### src/rtl/i2c_pkg.sv
// Shared types and defaults for the I2C poll scheduler.
package i2c_pkg;

   typedef enum logic [2:0] {
      ST_BOOT,
      ST_ID_REQ,
      ST_ID_WAIT,
      ST_WAIT_PERIOD,
      ST_T_REQ,
      ST_T_WAIT,
      ST_RETRY,
      ST_FAULT
   } state_t;

   // Default device and register addresses
   localparam logic [6:0] DEF_DEV_ADDR = 7'h4B;
   localparam logic [7:0] DEF_ID_REG   = 8'h0B;
   localparam logic [7:0] DEF_TEMP_REG = 8'h00;
   localparam logic [7:0] DEF_EXP_ID   = 8'hCB;

   // txn_len encoding: number of bytes to read
   localparam logic [1:0] TXN_LEN_1B = 2'd1;
   localparam logic [1:0] TXN_LEN_2B = 2'd2;

   // Largest of three cycle counts, used to size the shared timer
   function automatic int max3(input int a, input int b, input int c);
      int m;
      m = (a > b) ? a : b;
      return (m > c) ? m : c;
   endfunction

endpackage

### src/rtl/poll_timer.sv
// Loadable up-counter with enable, saturation at all-ones and a
// terminal compare (done when count has reached or passed term).
module poll_timer #(
   parameter int W = 8
) (
   input  logic         clk,
   input  logic         reset,
   input  logic         load,
   input  logic [W-1:0] load_val,
   input  logic         en,
   input  logic [W-1:0] term,
   output logic         done
);

   logic [W-1:0] count;

   // Count up while enabled; a load wins over counting; never wrap.
   always_ff @(posedge clk) begin
      if (reset) begin
         count <= '0;
      end else if (load) begin
         count <= load_val;
      end else if (en && (count != '1)) begin
         count <= count + W'(1);
      end
   end

   // ">=" so a period that elapsed while busy elsewhere still fires at once
   assign done = (count >= term);

endmodule

### src/rtl/i2c_poll_scheduler.sv
// Transaction scheduler in front of the byte-level I2C master: checks the
// sensor ID once after boot, then polls the temperature register
// periodically, with NACK retries and a sticky fault.
module i2c_poll_scheduler
   import i2c_pkg::*;
#(
   parameter logic [6:0] DEV_ADDR   = DEF_DEV_ADDR,
   parameter logic [7:0] ID_REG     = DEF_ID_REG,
   parameter logic [7:0] TEMP_REG   = DEF_TEMP_REG,
   parameter logic [7:0] EXP_ID     = DEF_EXP_ID,
   parameter int         BOOT_DELAY = 1000,
   parameter int         PERIOD     = 1_000_000,
   parameter int         RETRY_GAP  = 1000,
   parameter int         MAX_RETRY  = 3
) (
   input  logic        clk,
   input  logic        reset,
   input  logic        poll_en,
   output logic        txn_valid,
   input  logic        txn_ready,
   output logic [7:0]  txn_sub_addr,
   output logic [6:0]  txn_dev_addr,
   output logic [1:0]  txn_len,
   input  logic        rsp_valid,
   input  logic        rsp_nack,
   input  logic [15:0] rsp_data,
   output logic [7:0]  id,
   output logic        id_ok,
   output logic [15:0] temp,
   output logic        temp_valid,
   output logic        err
);

   localparam int TW = $clog2(max3(BOOT_DELAY, PERIOD, RETRY_GAP)) + 1;
   localparam int RW = $clog2(MAX_RETRY + 2);

   localparam logic [TW-1:0] BOOT_TERM   = TW'(BOOT_DELAY - 1);
   localparam logic [TW-1:0] PERIOD_TERM = TW'(PERIOD - 1);
   localparam logic [TW-1:0] RETRY_TERM  = TW'(RETRY_GAP - 1);
   localparam logic [RW-1:0] RETRY_LIMIT = RW'(MAX_RETRY);

   state_t          state, state_next;
   state_t          retry_target;
   logic [RW-1:0]   retry_cnt;
   logic            first_poll;

   logic            tmr_load;
   logic [TW-1:0]   tmr_load_val;
   logic            tmr_en;
   logic [TW-1:0]   tmr_term;
   logic            tmr_done;

   logic            in_wait;
   logic            ack_evt;
   logic            nack_evt;
   logic            capture_id;
   logic            capture_temp;
   logic            t_hs;

   // Responses only count while a transaction is outstanding
   assign in_wait  = (state == ST_ID_WAIT) || (state == ST_T_WAIT);
   assign ack_evt  = in_wait && rsp_valid && !rsp_nack;
   assign nack_evt = in_wait && rsp_valid && rsp_nack;
   assign t_hs     = (state == ST_T_REQ) && txn_valid && txn_ready;

   poll_timer #(.W(TW)) u_timer (
      .clk      (clk),
      .reset    (reset),
      .load     (tmr_load),
      .load_val (tmr_load_val),
      .en       (tmr_en),
      .term     (tmr_term),
      .done     (tmr_done)
   );

   // Terminal count depends only on which interval is being timed
   always_comb begin
      tmr_term = PERIOD_TERM;
      case (state)
         ST_BOOT:  tmr_term = BOOT_TERM;
         ST_RETRY: tmr_term = RETRY_TERM;
         default:  tmr_term = PERIOD_TERM;
      endcase
   end

   // State register
   always_ff @(posedge clk) begin
      if (reset) begin
         state <= ST_BOOT;
      end else begin
         state <= state_next;
      end
   end

   // Next-state and timer control. The cycle that starts an interval
   // (handshake or NACK) counts as its cycle 0, so the timer is loaded
   // with 1 there and intervals come out exactly PERIOD / RETRY_GAP long.
   always_comb begin
      state_next   = state;
      tmr_load     = 1'b0;
      tmr_load_val = '0;
      tmr_en       = 1'b0;
      capture_id   = 1'b0;
      capture_temp = 1'b0;
      case (state)
         ST_BOOT: begin
            tmr_en = 1'b1;
            if (tmr_done) state_next = ST_ID_REQ;
         end
         ST_ID_REQ: begin
            if (txn_valid && txn_ready) state_next = ST_ID_WAIT;
         end
         ST_ID_WAIT: begin
            if (nack_evt) begin
               if (retry_cnt == RETRY_LIMIT) begin
                  state_next = ST_FAULT;
               end else begin
                  state_next   = ST_RETRY;
                  tmr_load     = 1'b1;
                  tmr_load_val = TW'(1);
               end
            end else if (ack_evt) begin
               capture_id = 1'b1;
               if (rsp_data[7:0] == EXP_ID) begin
                  state_next   = ST_WAIT_PERIOD;
                  tmr_load     = 1'b1;
                  tmr_load_val = '0;
               end else begin
                  state_next = ST_FAULT;
               end
            end
         end
         ST_WAIT_PERIOD: begin
            tmr_en = poll_en;
            if (poll_en && (first_poll || tmr_done)) state_next = ST_T_REQ;
         end
         ST_T_REQ: begin
            tmr_en = 1'b1;
            if (t_hs) begin
               state_next   = ST_T_WAIT;
               tmr_load     = 1'b1;
               tmr_load_val = TW'(1);
            end
         end
         ST_T_WAIT: begin
            tmr_en = 1'b1;
            if (nack_evt) begin
               if (retry_cnt == RETRY_LIMIT) begin
                  state_next = ST_FAULT;
               end else begin
                  state_next   = ST_RETRY;
                  tmr_load     = 1'b1;
                  tmr_load_val = TW'(1);
               end
            end else if (ack_evt) begin
               capture_temp = 1'b1;
               state_next   = ST_WAIT_PERIOD;
            end
         end
         ST_RETRY: begin
            tmr_en = 1'b1;
            if (tmr_done) state_next = retry_target;
         end
         ST_FAULT: begin
            state_next = ST_FAULT;
         end
         default: begin
            state_next = ST_FAULT;
         end
      endcase
   end

   // Retry bookkeeping: consecutive NACK count, return target, first-poll flag
   always_ff @(posedge clk) begin
      if (reset) begin
         retry_cnt    <= '0;
         retry_target <= ST_ID_REQ;
         first_poll   <= 1'b0;
      end else begin
         if (ack_evt) begin
            retry_cnt <= '0;
         end else if (nack_evt && (retry_cnt != RETRY_LIMIT)) begin
            retry_cnt <= retry_cnt + RW'(1);
         end
         if (nack_evt) begin
            retry_target <= (state == ST_ID_WAIT) ? ST_ID_REQ : ST_T_REQ;
         end
         if (capture_id && (rsp_data[7:0] == EXP_ID)) begin
            first_poll <= 1'b1;
         end else if (t_hs) begin
            first_poll <= 1'b0;
         end
      end
   end

   // Registered request fields and published results
   always_ff @(posedge clk) begin
      if (reset) begin
         txn_valid    <= 1'b0;
         txn_sub_addr <= '0;
         txn_dev_addr <= '0;
         txn_len      <= '0;
         id           <= '0;
         id_ok        <= 1'b0;
         temp         <= '0;
         temp_valid   <= 1'b0;
         err          <= 1'b0;
      end else begin
         txn_valid    <= (state_next == ST_ID_REQ) || (state_next == ST_T_REQ);
         txn_dev_addr <= DEV_ADDR;
         if ((state_next == ST_ID_REQ) && (state != ST_ID_REQ)) begin
            txn_sub_addr <= ID_REG;
            txn_len      <= TXN_LEN_1B;
         end else if ((state_next == ST_T_REQ) && (state != ST_T_REQ)) begin
            txn_sub_addr <= TEMP_REG;
            txn_len      <= TXN_LEN_2B;
         end
         if (capture_id) begin
            id <= rsp_data[7:0];
            if (rsp_data[7:0] == EXP_ID) id_ok <= 1'b1;
         end
         temp_valid <= capture_temp;
         if (capture_temp) temp <= rsp_data;
         if (state_next == ST_FAULT) err <= 1'b1;
      end
   end

endmodule

### config.mk
export PLATFORM = sky130hd
export DESIGN_NAME = i2c_poll_scheduler
export DESIGN_NICKNAME = d
export VERILOG_FILES = /design/src/rtl/i2c_pkg.sv /design/src/rtl/poll_timer.sv /design/src/rtl/i2c_poll_scheduler.sv
export SDC_FILE = /design/constraint.sdc
export NUM_CORES = 1
export LEC_CHECK = 0
export BUFFER_PORTS_ARGS = -buffer_cell sky130_fd_sc_hd__buf_4
export CORE_MARGIN = 5
export CORE_UTILIZATION = 38
export DETAILED_ROUTE_END_ITERATION = 6
export MAX_ROUTING_LAYER = met4
export PLACE_DENSITY_LB_ADDON = 0.08
export SYNTH_ARGS = -nofsm -noshare
export SYNTH_HDL_FRONTEND = slang
export SYNTH_SLANG_ARGS = --single-unit
### constraint.sdc
create_clock -name clk -period 3.3 [get_ports clk]
set_input_delay 0.99 -clock clk [delete_from_list [all_inputs] [get_ports clk]]
set_output_delay 0.99 -clock clk [all_outputs]
set_load 0.02 [all_outputs]
* Yosys cells after proc, flatten, opt, wreduce, memory -nomap -nowiden *
Index checks and enable logic that the tools add are counted.

operators by class
  add/sub/neg operators = 2
  $lt $le $gt $ge = 1
  eq/ne operators = 16
  muxes and demuxes = 39
  reductions and logical operators = 26

operators by type and width
  kind                                                 count
  2-to-1 mux 21 bit                                    2
  2-to-1 mux 3 bit                                     11
  case mux 3 bit (8 select lines)                      1
  adder 21 x 1 -> 21 bit, second input constant        1
  >= comparator 21 x 20 -> 1 bit                       1
  != test 21 bit, second input constant                1
  2-to-1 mux 20 bit                                    1
  equality test 3 bit, second input constant           6
  2-to-1 mux 1 bit                                     18
  logical AND 1 bit                                    12
  equality test 3 x 2 -> 1 bit, second input constant  3
  equality test 8 bit, second input constant           1
  2-to-1 mux 4 bit                                     2
  OR reduction 2 bit                                   4
  2-to-1 mux 7 bit                                     1
  equality test 3 x 1 -> 1 bit, second input constant  2
  nonzero test 2 bit                                   3
  case mux 1 bit (2 select lines)                      2
  OR reduction 4 bit                                   1
  adder 3 x 1 -> 3 bit, second input constant          1
  logical NOT 3 bit                                    1
  logical OR 1 bit                                     3
  != test 3 x 1 -> 1 bit, second input constant        1
  != test 3 x 2 -> 1 bit, second input constant        1
  other kinds (4)                                      4

storage, ports and cells
  register bits = 71
  input port bits = 22
  output and inout port bits = 45
  logic and storage cells = 99

* Longest topological paths before layout *
  word-level depth = 12
  mapped depth = 11
  depth with buffers taken out = 10

* By module *
Synthesis repeated with hierarchy kept, for this count alone.

unflattened totals
  cells, all modules = 454
  area total of the unflattened synthesis = 3749.8 µm²

by module, submodules not included
  module              instances  cells an instance  area each (µm²)  seq. area each (µm²)
  i2c_poll_scheduler  1          234                1920.6           800.8
  poll_timer          1          220                1829.3           420.4

* Worst setup path before layout *
No wires, ideal clock.

  path type = register to register
  start = register state[2]
  end = register err
  arrival = 3228 ps
  setup slack = -24 ps
  stages on the path, launching flop included = 11
  clock period less this slack = 3324 ps
  cell sequence = dfxtp_1 -> clkbuf_1 -> xnor2_1 -> nor2b_1 -> ha_1 -> a211o_1 -> a221o_1 -> a21o_4 -> o311a_1 -> o211a_1 -> o41ai_2

between the ends
  longest elaborated chain between the ends = 9
  elaborated cells between the ends (all ways) = 30
  those cells by class = order compare (1); eq/ne (8); mux (11); reduce/logical (10)

ends and longest elaborated chain
  item                                                      line                                                 text
  from (decl)                                               i2c_poll_scheduler.sv:42                             state_t state, state_next;
  from (signal assigned)                                    i2c_poll_scheduler.sv:91                             state <= state_next;
  equality test 3 bit or logical NOT 3 bit (tied branches)  i2c_poll_scheduler.sv:79, i2c_poll_scheduler.sv:105
  OR reduction 2 bit (no source line)                       -
  2-to-1 mux 20 bit                                         i2c_poll_scheduler.sv:79                             case (state)
  >= comparator 21 x 20 -> 1 bit                            poll_timer.sv:29                                     assign done = (count >= term);
  logical OR 1 bit                                          i2c_poll_scheduler.sv:135                            if (poll_en && (first_poll || tmr_done)) state_next = ST_T_REQ;
  logical AND 1 bit                                         i2c_poll_scheduler.sv:135
  2-to-1 mux 3 bit                                          i2c_poll_scheduler.sv:135
  case mux 3 bit (8 select lines) (*)                       i2c_poll_scheduler.sv:105                            case (state)
  equality test 3 bit (*)                                   i2c_poll_scheduler.sv:224                            if (state_next == ST_FAULT) err <= 1'b1;
  to (signal assigned)                                      i2c_poll_scheduler.sv:207                            err <= 1'b0;
  to (signal assigned)                                      i2c_poll_scheduler.sv:224
  to (decl)                                                 i2c_poll_scheduler.sv:31                             output logic err

Mark *: on every way between the ends. The rest lies on a longest branch, timed or not.
A chain may end at the register's enable or synchronous reset.

* Worst setup path after layout *
Same ends and word-level chain as after synthesis.

==> qor.yml <==
hp-start: "temp[10]"
cp_cell_sequence: "xnor2_1 > nor2b_2 > inv_1 > ha_1 > and4_1 > a221o_1 > o21a_1 > o311a_1 > o211a_1 > o41ai_2"
status: "finished clean"
drc: 0
finalInstanceArea_sq_um: 3948
synth_ff_type: "dfxtp_1"
nets: 480
die_y_microns: 101.8
r2r_cells: 10
place_congestion: 0.8859
clockBufferDepth: 2
tightest_slew_ns: 0.6949
clock.fmax_mhz: 338.8
finalSetupTns_ns: 0
drt.antenna.violating_nets: 0
slew_headroom_pct: 52.47
diodes: 0
netlist_area_sq_um: 3201
core_area_sq_um: 8217
power.switching_w: 0.0003488
routedWlPerCell_microns: 14.71
crit_path_max_fanout: 7
clk_pin_slew_ns: 0.07
setup.worst_path.start_class: "flop"
place_ws_ns: 0.3514
async_reset_ff_share_pct: 0
synth_top_area_share_pct: 38.15
vias: 2885
insertion_delay_ns: 0.34
hold_class: "reg2reg"
whs_endpoint: "temp[10]"
synth_top_cell_by_area: "dfxtp_1"
required_ns: 3.55
postLayoutSetupSlackWorst_ns: 0.3484
numPortBuffers: 58
ios: 67
crit_start: "state[2]"
rsz0062_at_grt: "false"
placed_area_sq_um: 3722
avgSynthCellArea_sq_um: 8.249
switching_share_pct: 22.03
layout_commonest_cell: "buf_4"
multi_input_area_sq_um: 1795
finalClockSkew_ns: 0.008471
synth-seq-area-share_pct: 38.15
dp_hpwl_microns: 5965
die_area_sq_um: 10360
crit_path_top_delay_cell: "dfxtp_1"
cts_hold_buf: 0
r2r-start: "state[2]"
p_clk_share_pct: 48.2
synth_area_leaders: "dfxtp_1 (38%), nand2_1 (6.9%), a21oi_1 (6.1%)"
min_path_cells: 2
rr_endpoint: "err"
cts_tree: "yes"
max_stage_delay_ns: 0.35
max-vdd-ir-drop_v: 0.0002229
fp.dieW_microns: 101.8
ys_seq_elements: 61
drt_pre_antenna_iters: 4
antenna_found_initial: 0
grt_pass1_vias: 2766
ctsResizeCount: 0
syn_inst: 388
grt_start_max_net_pins: 37
crit_family: "compound AO/OA/AOI/OAI gates"
drt_iter0_markers: 155
ys_types: 59
hold_viol: 0
arrival_ns: 3.20
num_rows: 33
drive_above_1_share_pct: 21.33
power_density_nw_per_um2: 401.0
numCtsBuffers: 9
intPower_w: 0.001234
critPathBufInv: 1
leakagePower_nw: 1.579
grt_pass1_wl_microns: 13250
fillCellCount: 851
cts_max_level: 3
overflow: 0
clock_sinks: 61
cts-root-buf: "clkbuf_8"
synth_edf_count: 0
grt.total_usage_pct: 16.81
area_delta_synth_final_pct: 23.34
endpoint_kind: "flop"
routed_wl_microns: 8163
slew_viol_final: 0
share_comb_of_total_power_pct: 4.7
fin_crit_sh_pct: 89.44
seq_area_sq_um: 1221
vias_per_cell: 5.198
start_util_pct: 38.95
crit_type: "reg2reg"
drv_cap: 0
ys_warn_count: 0
post_cts_buffers: 0
layout_common_cells: "buf_4 (69), dfxtp_1 (61), nand2_1 (59)"
worst-r2r-setup-slack_ns: 0.35
timing.final.crit_period_ns: 2.952
pwr-share-seq_pct: 47.1
setup_viol: 0
## tightest hold or removal path: cells and delay by family, from the launching register on
family | cells | cell delay (ns)
DFF | 1 | 0.31
and+or+nand+nor | 1 | 0.05
AOI/OAI and AO/OA | 1 | 0.05
## area by class of cell
type                       instances  area share [%]
inverter                          15           1.426
timing repair buffer              69           13.12
multi-input combinational        289           45.48
clock buffer                      12           3.930
tap                              105           3.328
sequential                        61           30.93
clock inverter                     4           1.775
## state kept, by name, summed over array words and instances (netlist names)
signal / count
id_ok: 1
retry_cnt: 3
first_poll: 1
txn_sub_addr: 1
u_timer.count: 21
txn_dev_addr: 1
retry_target: 2
temp: 16
id: 8
state: 3
txn_len: 1
temp_valid: 1
err: 1
txn_valid: 1
## Yosys cell counts (4+ instances only)
library cell  number
dfxtp_1           61
nand2_1           59
a21oi_1           39
nor2_1            34
xnor2_1           19
nand3_1           17
buf_4             14
inv_1             14
clkbuf_1          13
ha_1              13
a211oi_1           7
nor3_1             7
o21ai_0            6
nand4_1            5
nor2b_1            5
and3_1             4
nor4_1             4
or3_1              4
## metal layers
layer	vias up	part of all wire, %	global-route usage, %
met3	13	4.9	3.857
met1	1323	48	21.82
met4	0	1.7	6.646
met5	-	0	-
li1	1468	-	-
met2	81	45	25.25
## worst max path at each step
stage,end,slack [ns],cells after the start
global route,txn_sub_addr[1],0.02,10
floorplan,err,0.11,10
detailed placement,txn_sub_addr[1],0.35,10
CTS,txn_sub_addr[1],0.33,10
global placement,txn_sub_addr[1],0.41,10
finish,err,0.35,10
## power by group through the flow
stage	clock network, W	logic, W	registers [W]
after detailed placement	0	0.0000742	0.000762
after global placement	0	0.0000747	0.000762
final	0.000764	0.0000740	0.000745
after global routing	0.000822	0.0000814	0.000745
after floorplan	0	0.0000475	0.000762
after CTS	0.000785	0.0000746	0.000745
## cell families after synthesis
kind of cell	count (synthesis)	share of synthesized area [%]
AND/OR/NAND/NOR	158	24.12
AO/OA/AOI/OAI	88	19.39
flip-flops	61	38.15
buffers and inverters	45	6.998
XOR/XNOR	19	5.199
adder cells (fa/ha/maj)	13	5.082
multiplexers	3	0.9383
other	1	0.1172
## through the flow
step / std cells / hold slack [ns] / utilization [%] / power, W
after floorplan: 395 / 0.4646 / - / 0.0008092
after global placement: 539 / 0.4447 / 45.30 / 0.0008368
after detailed placement: 539 / 0.4470 / 45.30 / 0.0008365
after CTS: 555 / 0.4566 / 48.04 / 0.001605
after global routing: 555 / 0.4726 / 48.04 / 0.001649
final: 555 / 0.4549 / 48.04 / 0.001583
No activity file was read; power rests on OpenSTA's default activity.
